--- src/rtl/mem_arbiter_if.sv ---
// Two-requester command/response bundle plus the single-port memory signals
// of the shared-memory arbiter.
interface mem_arbiter_if #(
   parameter int ADDR_W = 4,
   parameter int DATA_W = 16
);
   logic              req0;
   logic              we0;
   logic [ADDR_W-1:0] addr0;
   logic [DATA_W-1:0] wdata0;
   logic              gnt0;
   logic              rvalid0;
   logic [DATA_W-1:0] rdata0;

   logic              req1;
   logic              we1;
   logic [ADDR_W-1:0] addr1;
   logic [DATA_W-1:0] wdata1;
   logic              gnt1;
   logic              rvalid1;
   logic [DATA_W-1:0] rdata1;

   logic              mem_ena;
   logic [0:0]        mem_wea;
   logic [ADDR_W-1:0] mem_addra;
   logic [DATA_W-1:0] mem_dina;
   logic [DATA_W-1:0] mem_douta;

   modport slave (
      input  req0, we0, addr0, wdata0,
      output gnt0, rvalid0, rdata0,
      input  req1, we1, addr1, wdata1,
      output gnt1, rvalid1, rdata1,
      output mem_ena, mem_wea, mem_addra, mem_dina,
      input  mem_douta
   );

   modport master (
      output req0, we0, addr0, wdata0,
      input  gnt0, rvalid0, rdata0,
      output req1, we1, addr1, wdata1,
      input  gnt1, rvalid1, rdata1,
      input  mem_ena, mem_wea, mem_addra, mem_dina,
      output mem_douta
   );
endinterface

--- src/rtl/mem_arbiter.sv ---
// Round-robin arbiter giving two requesters access to one single-port memory,
// one access every three cycles.
//
// state | meaning
// IDLE  | no access in flight; arbitrate requests, latch winner's command
// ISSUE | drive latched command to memory, pulse winner's gnt
// DATA  | memory read data valid; capture it for a read winner
module mem_arbiter #(
   parameter int ADDR_W = 4,
   parameter int DATA_W = 16
) (
   input logic          clk_g,
   input logic          rst,
   mem_arbiter_if.slave bus
);

   typedef enum logic [1:0] {
      IDLE  = 2'd0,
      ISSUE = 2'd1,
      DATA  = 2'd2
   } state_t;

   state_t            state;
   state_t            state_nxt;
   logic              last_gnt;
   logic              winner;
   logic              pick1;
   logic              any_req;
   logic              we_q;
   logic [ADDR_W-1:0] addr_q;
   logic [DATA_W-1:0] wdata_q;
   logic [DATA_W-1:0] rdata0_q;
   logic [DATA_W-1:0] rdata1_q;
   logic              rvalid0_q;
   logic              rvalid1_q;

   assign any_req = bus.req0 | bus.req1;

   // on a tie the port that did not win last time goes first
   always_comb begin
      if (bus.req0 && bus.req1) pick1 = ~last_gnt;
      else                      pick1 = bus.req1;
   end

   always_ff @(posedge clk_g) begin
      if (rst) state <= IDLE;
      else     state <= state_nxt;
   end

   always_comb begin
      state_nxt = state;
      case (state)
         IDLE:    if (any_req) state_nxt = ISSUE;
         ISSUE:   state_nxt = DATA;
         DATA:    state_nxt = IDLE;
         default: state_nxt = IDLE;
      endcase
   end

   always_ff @(posedge clk_g) begin
      if (rst) begin
         last_gnt  <= 1'b1;
         winner    <= 1'b0;
         we_q      <= 1'b0;
         addr_q    <= '0;
         wdata_q   <= '0;
         rdata0_q  <= '0;
         rdata1_q  <= '0;
         rvalid0_q <= 1'b0;
         rvalid1_q <= 1'b0;
      end else begin
         rvalid0_q <= 1'b0;
         rvalid1_q <= 1'b0;
         if (state == IDLE && any_req) begin
            winner   <= pick1;
            last_gnt <= pick1;
            we_q     <= pick1 ? bus.we1    : bus.we0;
            addr_q   <= pick1 ? bus.addr1  : bus.addr0;
            wdata_q  <= pick1 ? bus.wdata1 : bus.wdata0;
         end
         if (state == DATA && !we_q) begin
            if (winner) begin
               rdata1_q  <= bus.mem_douta;
               rvalid1_q <= 1'b1;
            end else begin
               rdata0_q  <= bus.mem_douta;
               rvalid0_q <= 1'b1;
            end
         end
      end
   end

   always_comb begin
      bus.gnt0      = 1'b0;
      bus.gnt1      = 1'b0;
      bus.mem_ena   = 1'b0;
      bus.mem_wea   = 1'b0;
      bus.mem_addra = '0;
      bus.mem_dina  = '0;
      if (state == ISSUE) begin
         bus.gnt0      = ~winner;
         bus.gnt1      = winner;
         bus.mem_ena   = 1'b1;
         bus.mem_wea   = we_q;
         bus.mem_addra = addr_q;
         bus.mem_dina  = wdata_q;
      end
   end

   assign bus.rvalid0 = rvalid0_q;
   assign bus.rvalid1 = rvalid1_q;
   assign bus.rdata0  = rdata0_q;
   assign bus.rdata1  = rdata1_q;

endmodule

--- src/flat_wrapper.sv ---
// flat-port wrapper written by rule: the top's interface ports become plain ports
module mem_arbiter_flat 
#(
   parameter int ADDR_W = 4,
   parameter int DATA_W = 16
)
  (clk_g, rst, bus_req0, bus_we0, bus_addr0, bus_wdata0, bus_gnt0, bus_rvalid0, bus_rdata0, bus_req1, bus_we1, bus_addr1, bus_wdata1, bus_gnt1, bus_rvalid1, bus_rdata1, bus_mem_ena, bus_mem_wea, bus_mem_addra, bus_mem_dina, bus_mem_douta);
  mem_arbiter_if #(.ADDR_W(ADDR_W), .DATA_W(DATA_W)) bus_i ();
  input logic clk_g;
  input logic rst;
  input wire logic [$bits(bus_i.req0)-1:0] bus_req0;
  input wire logic [$bits(bus_i.we0)-1:0] bus_we0;
  input wire logic [$bits(bus_i.addr0)-1:0] bus_addr0;
  input wire logic [$bits(bus_i.wdata0)-1:0] bus_wdata0;
  output wire logic [$bits(bus_i.gnt0)-1:0] bus_gnt0;
  output wire logic [$bits(bus_i.rvalid0)-1:0] bus_rvalid0;
  output wire logic [$bits(bus_i.rdata0)-1:0] bus_rdata0;
  input wire logic [$bits(bus_i.req1)-1:0] bus_req1;
  input wire logic [$bits(bus_i.we1)-1:0] bus_we1;
  input wire logic [$bits(bus_i.addr1)-1:0] bus_addr1;
  input wire logic [$bits(bus_i.wdata1)-1:0] bus_wdata1;
  output wire logic [$bits(bus_i.gnt1)-1:0] bus_gnt1;
  output wire logic [$bits(bus_i.rvalid1)-1:0] bus_rvalid1;
  output wire logic [$bits(bus_i.rdata1)-1:0] bus_rdata1;
  output wire logic [$bits(bus_i.mem_ena)-1:0] bus_mem_ena;
  output wire logic [$bits(bus_i.mem_wea)-1:0] bus_mem_wea;
  output wire logic [$bits(bus_i.mem_addra)-1:0] bus_mem_addra;
  output wire logic [$bits(bus_i.mem_dina)-1:0] bus_mem_dina;
  input wire logic [$bits(bus_i.mem_douta)-1:0] bus_mem_douta;
  assign bus_i.req0 = bus_req0;
  assign bus_i.we0 = bus_we0;
  assign bus_i.addr0 = bus_addr0;
  assign bus_i.wdata0 = bus_wdata0;
  assign bus_gnt0 = bus_i.gnt0;
  assign bus_rvalid0 = bus_i.rvalid0;
  assign bus_rdata0 = bus_i.rdata0;
  assign bus_i.req1 = bus_req1;
  assign bus_i.we1 = bus_we1;
  assign bus_i.addr1 = bus_addr1;
  assign bus_i.wdata1 = bus_wdata1;
  assign bus_gnt1 = bus_i.gnt1;
  assign bus_rvalid1 = bus_i.rvalid1;
  assign bus_rdata1 = bus_i.rdata1;
  assign bus_mem_ena = bus_i.mem_ena;
  assign bus_mem_wea = bus_i.mem_wea;
  assign bus_mem_addra = bus_i.mem_addra;
  assign bus_mem_dina = bus_i.mem_dina;
  assign bus_i.mem_douta = bus_mem_douta;
  mem_arbiter #(.ADDR_W(ADDR_W), .DATA_W(DATA_W)) u_core (.clk_g(clk_g), .rst(rst), .bus(bus_i));
endmodule
--- config.mk ---
export PLATFORM = sky130hd
export DESIGN_NAME = mem_arbiter_flat
export DESIGN_NICKNAME = d
export VERILOG_FILES = /design/src/rtl/mem_arbiter_if.sv /design/src/rtl/mem_arbiter.sv /design/src/flat_wrapper.sv
export SDC_FILE = /design/constraint.sdc
export NUM_CORES = 1
export LEC_CHECK = 0
export ABC_AREA = 1
export CAP_MARGIN = 10
export CORE_MARGIN = 5
export CORE_UTILIZATION = 35
export CTS_CLUSTER_SIZE = 16
export DETAILED_ROUTE_END_ITERATION = 12
export PLACE_DENSITY = 0.67
export SYNTH_ARGS = -nofsm -noshare
export SYNTH_HDL_FRONTEND = slang
export SYNTH_SLANG_ARGS = --single-unit
--- constraint.sdc ---
create_clock -name clk_g -period 1.4 [get_ports clk_g]
set_input_delay 0.28 -clock clk_g [delete_from_list [all_inputs] [get_ports clk_g]]
set_output_delay 0.28 -clock clk_g [all_outputs]
set_load 0.02 [all_outputs]
Word level (Yosys, flattened, before mapping)
Cells that the tools add are included.
{ "op_classes": {"addsub": 0, "n_mul": 0, "n_div": 0, "n_lt_le_gt_ge": 0, "eq_ne": 3, "shift": 0, "mux": 14, "bitwise_logic": 4, "reduce_logical": 8} }
{ "op_table": {"columns": ["op", "count"], "rows": [
  ["$mux 16", 2],
  ["$mux 1", 8],
  ["$mux 4", 2],
  ["$pmux 2 s2", 1],
  ["$reduce_and 2->1", 2],
  ["$logic_and 1x1->1", 3],
  ["$not 1->1", 3],
  ["$eq 2x1->1 const B", 1],
  ["$eq 2x2->1 const B", 1],
  ["$logic_not 2->1", 1],
  ["$mux 2", 1],
  ["$ne 2x1->1 const B", 1],
  ["$reduce_or 2->1", 1],
  ["$logic_not 1->1", 1],
  ["$or 1x1->1", 1]
]} }
{ "totals": {"register_bits": 59, "latchBits": 0, "mem_bits_rw": 0, "mem_bits_ro": 0, "input_bits": 62, "elab_cells": 39, "memories": 0} }

Logic depth before layout (Yosys ltp)
{ "logic_depth": {"word_depth": 4, "ltp_mapped": 7, "depth_no_buf": 6} }

Least setup slack after synthesis
No wires, ideal clock.
{ "synth_timing": {"kind": "reg2out", "from": "reg u_core.state[0]", "to": "out bus_mem_addra[0]", "arrival_time_ns": 1.354, "required_ns": 1.120, "path_slack_ns": -0.234, "stages_incl_launch_ff": 6, "n_path_buf": 1, "cell_sequence": "dfxtp_1 > inv_2 > nor2_1 > inv_1 > buf_2 > nor2_1"} }
{ "synth_between": {"elab_chain_len": 2} }
{ "synth_rtl": {"columns": ["item", "line", "rtl"], "rows": [
  ["from (decl)", "mem_arbiter.sv:23", "state_t state;"],
  ["from (signal assigned)", "mem_arbiter.sv:47", "else state <= state_nxt;"],
  ["$eq 2x1->1", "mem_arbiter.sv:100", "if (state == ISSUE) begin"],
  ["$mux 4", "mem_arbiter.sv:100", null],
  ["to (decl)", "flat_wrapper.sv:27", "output wire logic [$bits(bus_i.mem_addra)-1:0] bus_mem_addra;"]
]} }
Every way passes these cells.

Final worst setup path
{ "layout_timing": {"from": "reg u_core.state[0]", "to": "out bus_mem_dina[6]"} }
{ "layout_between": {"elab_chain_len": 2} }
{ "layout_rtl": {"columns": ["item", "line", "rtl"], "rows": [
  ["$eq 2x1->1", "mem_arbiter.sv:100", null],
  ["$mux 16", "mem_arbiter.sv:100", null],
  ["to (decl)", "flat_wrapper.sv:28", "output wire logic [$bits(bus_i.mem_dina)-1:0] bus_mem_dina;"]
]} }
Every way passes these cells.

==> impl_summary.md <==
Power and ir drop
The power density normalized to cell area is 962.2 nW/um2. In this run the static leakage power is 2.259 nW. VDD sags by at most 432.6 uV.

Clock network
The clock tree buffer depth is 2. The CTS tree is built. TritonCTS created 9 clock buffers. The cell sitting at the root of the clock tree is a clkbuf_8. The clock network latency to the later pin of the worst-skew pair is 0.34 ns. For this design, the CTS-stage hold fixing added 0 buffers.

The clock slew at the register clock pins of the worst setup and hold paths is 0.06 ns. The sink count of the clock tree is 59. CTS built an H-tree with a depth of 3.

Synth
For this run, the register share of the synthesized area comes to 40.57%. Counting flops and latches in the post-synthesis netlist gives 59. The simple-gate share of the synthesized area is 42.67%.

The synthesized netlist devotes 0% of its cell area to XOR and XNOR gates. By area, the combinational part of the netlist is dominated by simple AND/OR/NAND/NOR gates. Summing the areas of all compound-gate instances in the mapped netlist gives 5.887% of the synthesized area. Counting distinct cell types in the post-synthesis netlist gives 20.

The summed instance area of the synthesized netlist is 2912 um2. The number of warnings issued by yosys is 0. The post-synthesis share of cell area spent on full adders, half adders and majority gates is 0%. Measured against the total synthesized area, the mux share comes to 0%. The number of instances in the synthesized netlist is 450. After synthesis, the mean cell area works out to 6.470 um2. Counting every net in the synthesized netlist gives 512.

Die
The floorplan has 33 rows. For this configuration, the core starts out at a cell density of 35.61%. The floorplan die height is 101.2 um. The boundary pin count is 120. The total area inside the core boundary comes to 8175 um2.

From left edge to right edge, the die measures 101.2 um. The die covers 10240 um2.

Route
The routed wire length is 9004 um. In this run, the number of DRC markers left after iteration 0 of detailed routing was 70. Summing over every cut layer, the via total after detailed routing is 3263.

In the routed design, unresolved DRC markers number 0. The routed via count divided by cell count is 4.722. The detail-routed net length per standard cell is 13.03 um. For this run, the detailed router's first-pass iteration total came to 4. The detail route stage leaves a number of antenna-violating nets equal to 0.

Run status
The run finished, with violations left. The checks that failed: negative setup slack.

GRT
The first global-routing pass estimated 15200 um of wire. The via count of the first global-routing pass came to 3333. The pin count of the biggest net entering global routing is 35. Global routing used 18.52% of the available tracks across all layers.

The number of antenna violations at the first check in global routing is 0. The total global routing overflow is 0.

Hold path
The worst hold-check path type is reg -> reg.

Timing
The smallest setup slack after layout is -0.1885 ns. The maximum clock skew at final layout is 0.007135 ns. The final hold violation count is 0.

For the pin with the worst max-slew slack, the measured transition is 0.2575 ns. Setup repair after global routing could not meet its margin everywhere. Based on the critical path, the design can be clocked at up to 629.5 MHz.

In the finished design, the share of the clock period the worst path needs comes to 113.5%. The max-slew violation total from the final report is 0. The time the worst path needs with I/O delays and setup is 1.588 ns. Headroom to the max-slew limit came out at 82.81%.

Setup violations remaining at the end of the flow were counted as 39.

Final layout
The top cell types in the final layout, fill and taps aside, are nor2_1 (111), nand2_1 (99), clkdlybuf4s50_1 (61), dfxtp_1 (58), inv_1 (37). The final-stage net count is 643. The number of standard cells in the final layout excluding fillers is 691. The share of post-route cells with drive strength above 1 is 18.09%. The most common library cell in the layout ignoring fill and taps is nor2_1. The post-synthesis to final-layout area growth is 66.14%. The repair_antennas step left the layout with diodes totalling 0. The final core area utilization is 59.17%.

Job
The max-capacitance violation count is 0.

Placement
The detailed placement HPWL is 6498 um. The cell count after placement is 673. Input and output buffers added on the ports amount to 119. The congestion estimate from routability-driven global placement came to 0.7906.

Setup path
STA puts the critical path data required time at 1.12 ns. The slowest stage cell on the critical path is dfxtp_2. The kind of critical path is reg -> out.

For the worst setup path, the data arrival time is 1.31 ns. Along the worst path, the maximum fanout reaches 6. Traced cell by cell, the critical path runs through inv_2 -> nor2_4 -> inv_4 -> buf_12 -> nor2_4 -> buf_6. The largest stage delay on the critical path is 0.34 ns. The worst setup path is captured at an output pin. The startpoint class of the critical path is a flip-flop. By instance count, the cell type seen most on the critical path is nor2_4.
## power breakdown
group,internal [mW],switching [mW],total [mW]
sequential,1.79,0.0446,1.84
clock,0.861,0.665,1.53
combinational,0.592,0.698,1.29
total,3.25,1.41,4.65
## critical path, delay by kind of cell (launching register included)
family / cells / cell delay [ns]
buf+inv: 4 / 0.42
flops: 1 / 0.34
simple gates: 2 / 0.21
## worst paths after layout
path,start,to,slack (ns),cells after the start
hold reg to reg,u_core.bus.rdata1[12]$_SDFFE_PP0P_,u_core.bus.rdata1[12]$_SDFFE_PP0P_,0.48,2
setup / recovery,u_core.state[0]$_SDFFE_PP0P_,bus_mem_dina[6],-0.19,6
setup reg to reg,u_core.state[0]$_SDFFE_PP0P_,u_core.wdata_q[1]$_SDFFE_PP0P_,-0.06,8
hold / removal,u_core.bus.rdata1[12]$_SDFFE_PP0P_,u_core.bus.rdata1[12]$_SDFFE_PP0P_,0.48,2
## routing by layer
layer	global-route usage, %	part of all wire (%)	vias up
li1	-	-	1661
met4	9.100	3.3	0
met5	0	0	-
met1	21.51	41	1436
met3	6.198	9.6	25
met2	30.53	46	141
## cells by family (layout without fill, tap and decap cells)
group | count (synthesis) | after routing
compound gates | 23 | 23
buf+inv | 73 | 209
simple gates | 295 | 295
flops | 59 | 59
## sequential cells by signal, summed over array words and instances, names as in the netlist
| signal | cells |
|---|---|
| u_core.addr_q | 4 |
| u_core.winner | 1 |
| u_core.state | 2 |
| u_core.we_q | 1 |
| u_core.bus.rvalid0 | 1 |
| u_core.bus.rvalid1 | 1 |
| u_core.last_gnt | 1 |
| u_core.bus.rdata1 | 16 |
| u_core.bus.rdata0 | 16 |
| u_core.wdata_q | 16 |
## stage by stage
step                setup TNS, ns  cell area, um2  hold slack, ns  setup WS, ns  total power [mW]
floorplan                       0            3074          0.3491       0.07108             2.572
global placement           -12.48            4583          0.4557       -0.3052             3.115
detailed placement         -13.26            4583          0.4618       -0.3312             3.132
CTS                        -7.408            4813          0.4771       -0.2065             4.692
global route               -8.957            4837          0.5030       -0.2440             4.914
finish                     -4.363            4837          0.4797       -0.1885             4.654
## cell usage after synthesis
cell type	instances	area, um2
nor2_1	135	506.7
nand2_1	99	371.6
dfxtp_1	59	1181
inv_1	38	142.6
nand4_1	32	200.2
nand3_1	23	115.1
buf_2	16	80.08
a21boi_0	13	97.59
a21boi_1	8	60.06
clkbuf_1	7	26.28
buf_1	4	15.01
inv_2	4	15.01
buf_4	2	15.01
buf_6	2	22.52
nor2_4	2	22.52
nor3_1	2	10.01
a21oi_1	1	5.000
nand3_2	1	10.01
nor2_2	1	6.260
o21ai_2	1	8.760
## final cells by class
cell class / count / area, um2
clock buffer: 11 / 141.4
clock inverter: 5 / 52.55
fill: 770 / 3338
inverter: 42 / 160.2
multi-input combinational: 318 / 1594
sequential: 59 / 1182
tap: 105 / 131.4
timing repair buffer: 151 / 1575
## what timing repair did
| action | in CTS | in global routing |
|---|---|---|
| endpoints found under the setup margin | 111 | 78 |
| pin swaps | 1 | 1 |
| endpoints found under the hold margin | 0 | 0 |
| setup buffers | 0 | 1 |
| resized for setup | 186 | 4 |
| gates cloned | 1 | 0 |
Note: power is estimated with default switching activity, not from simulation.
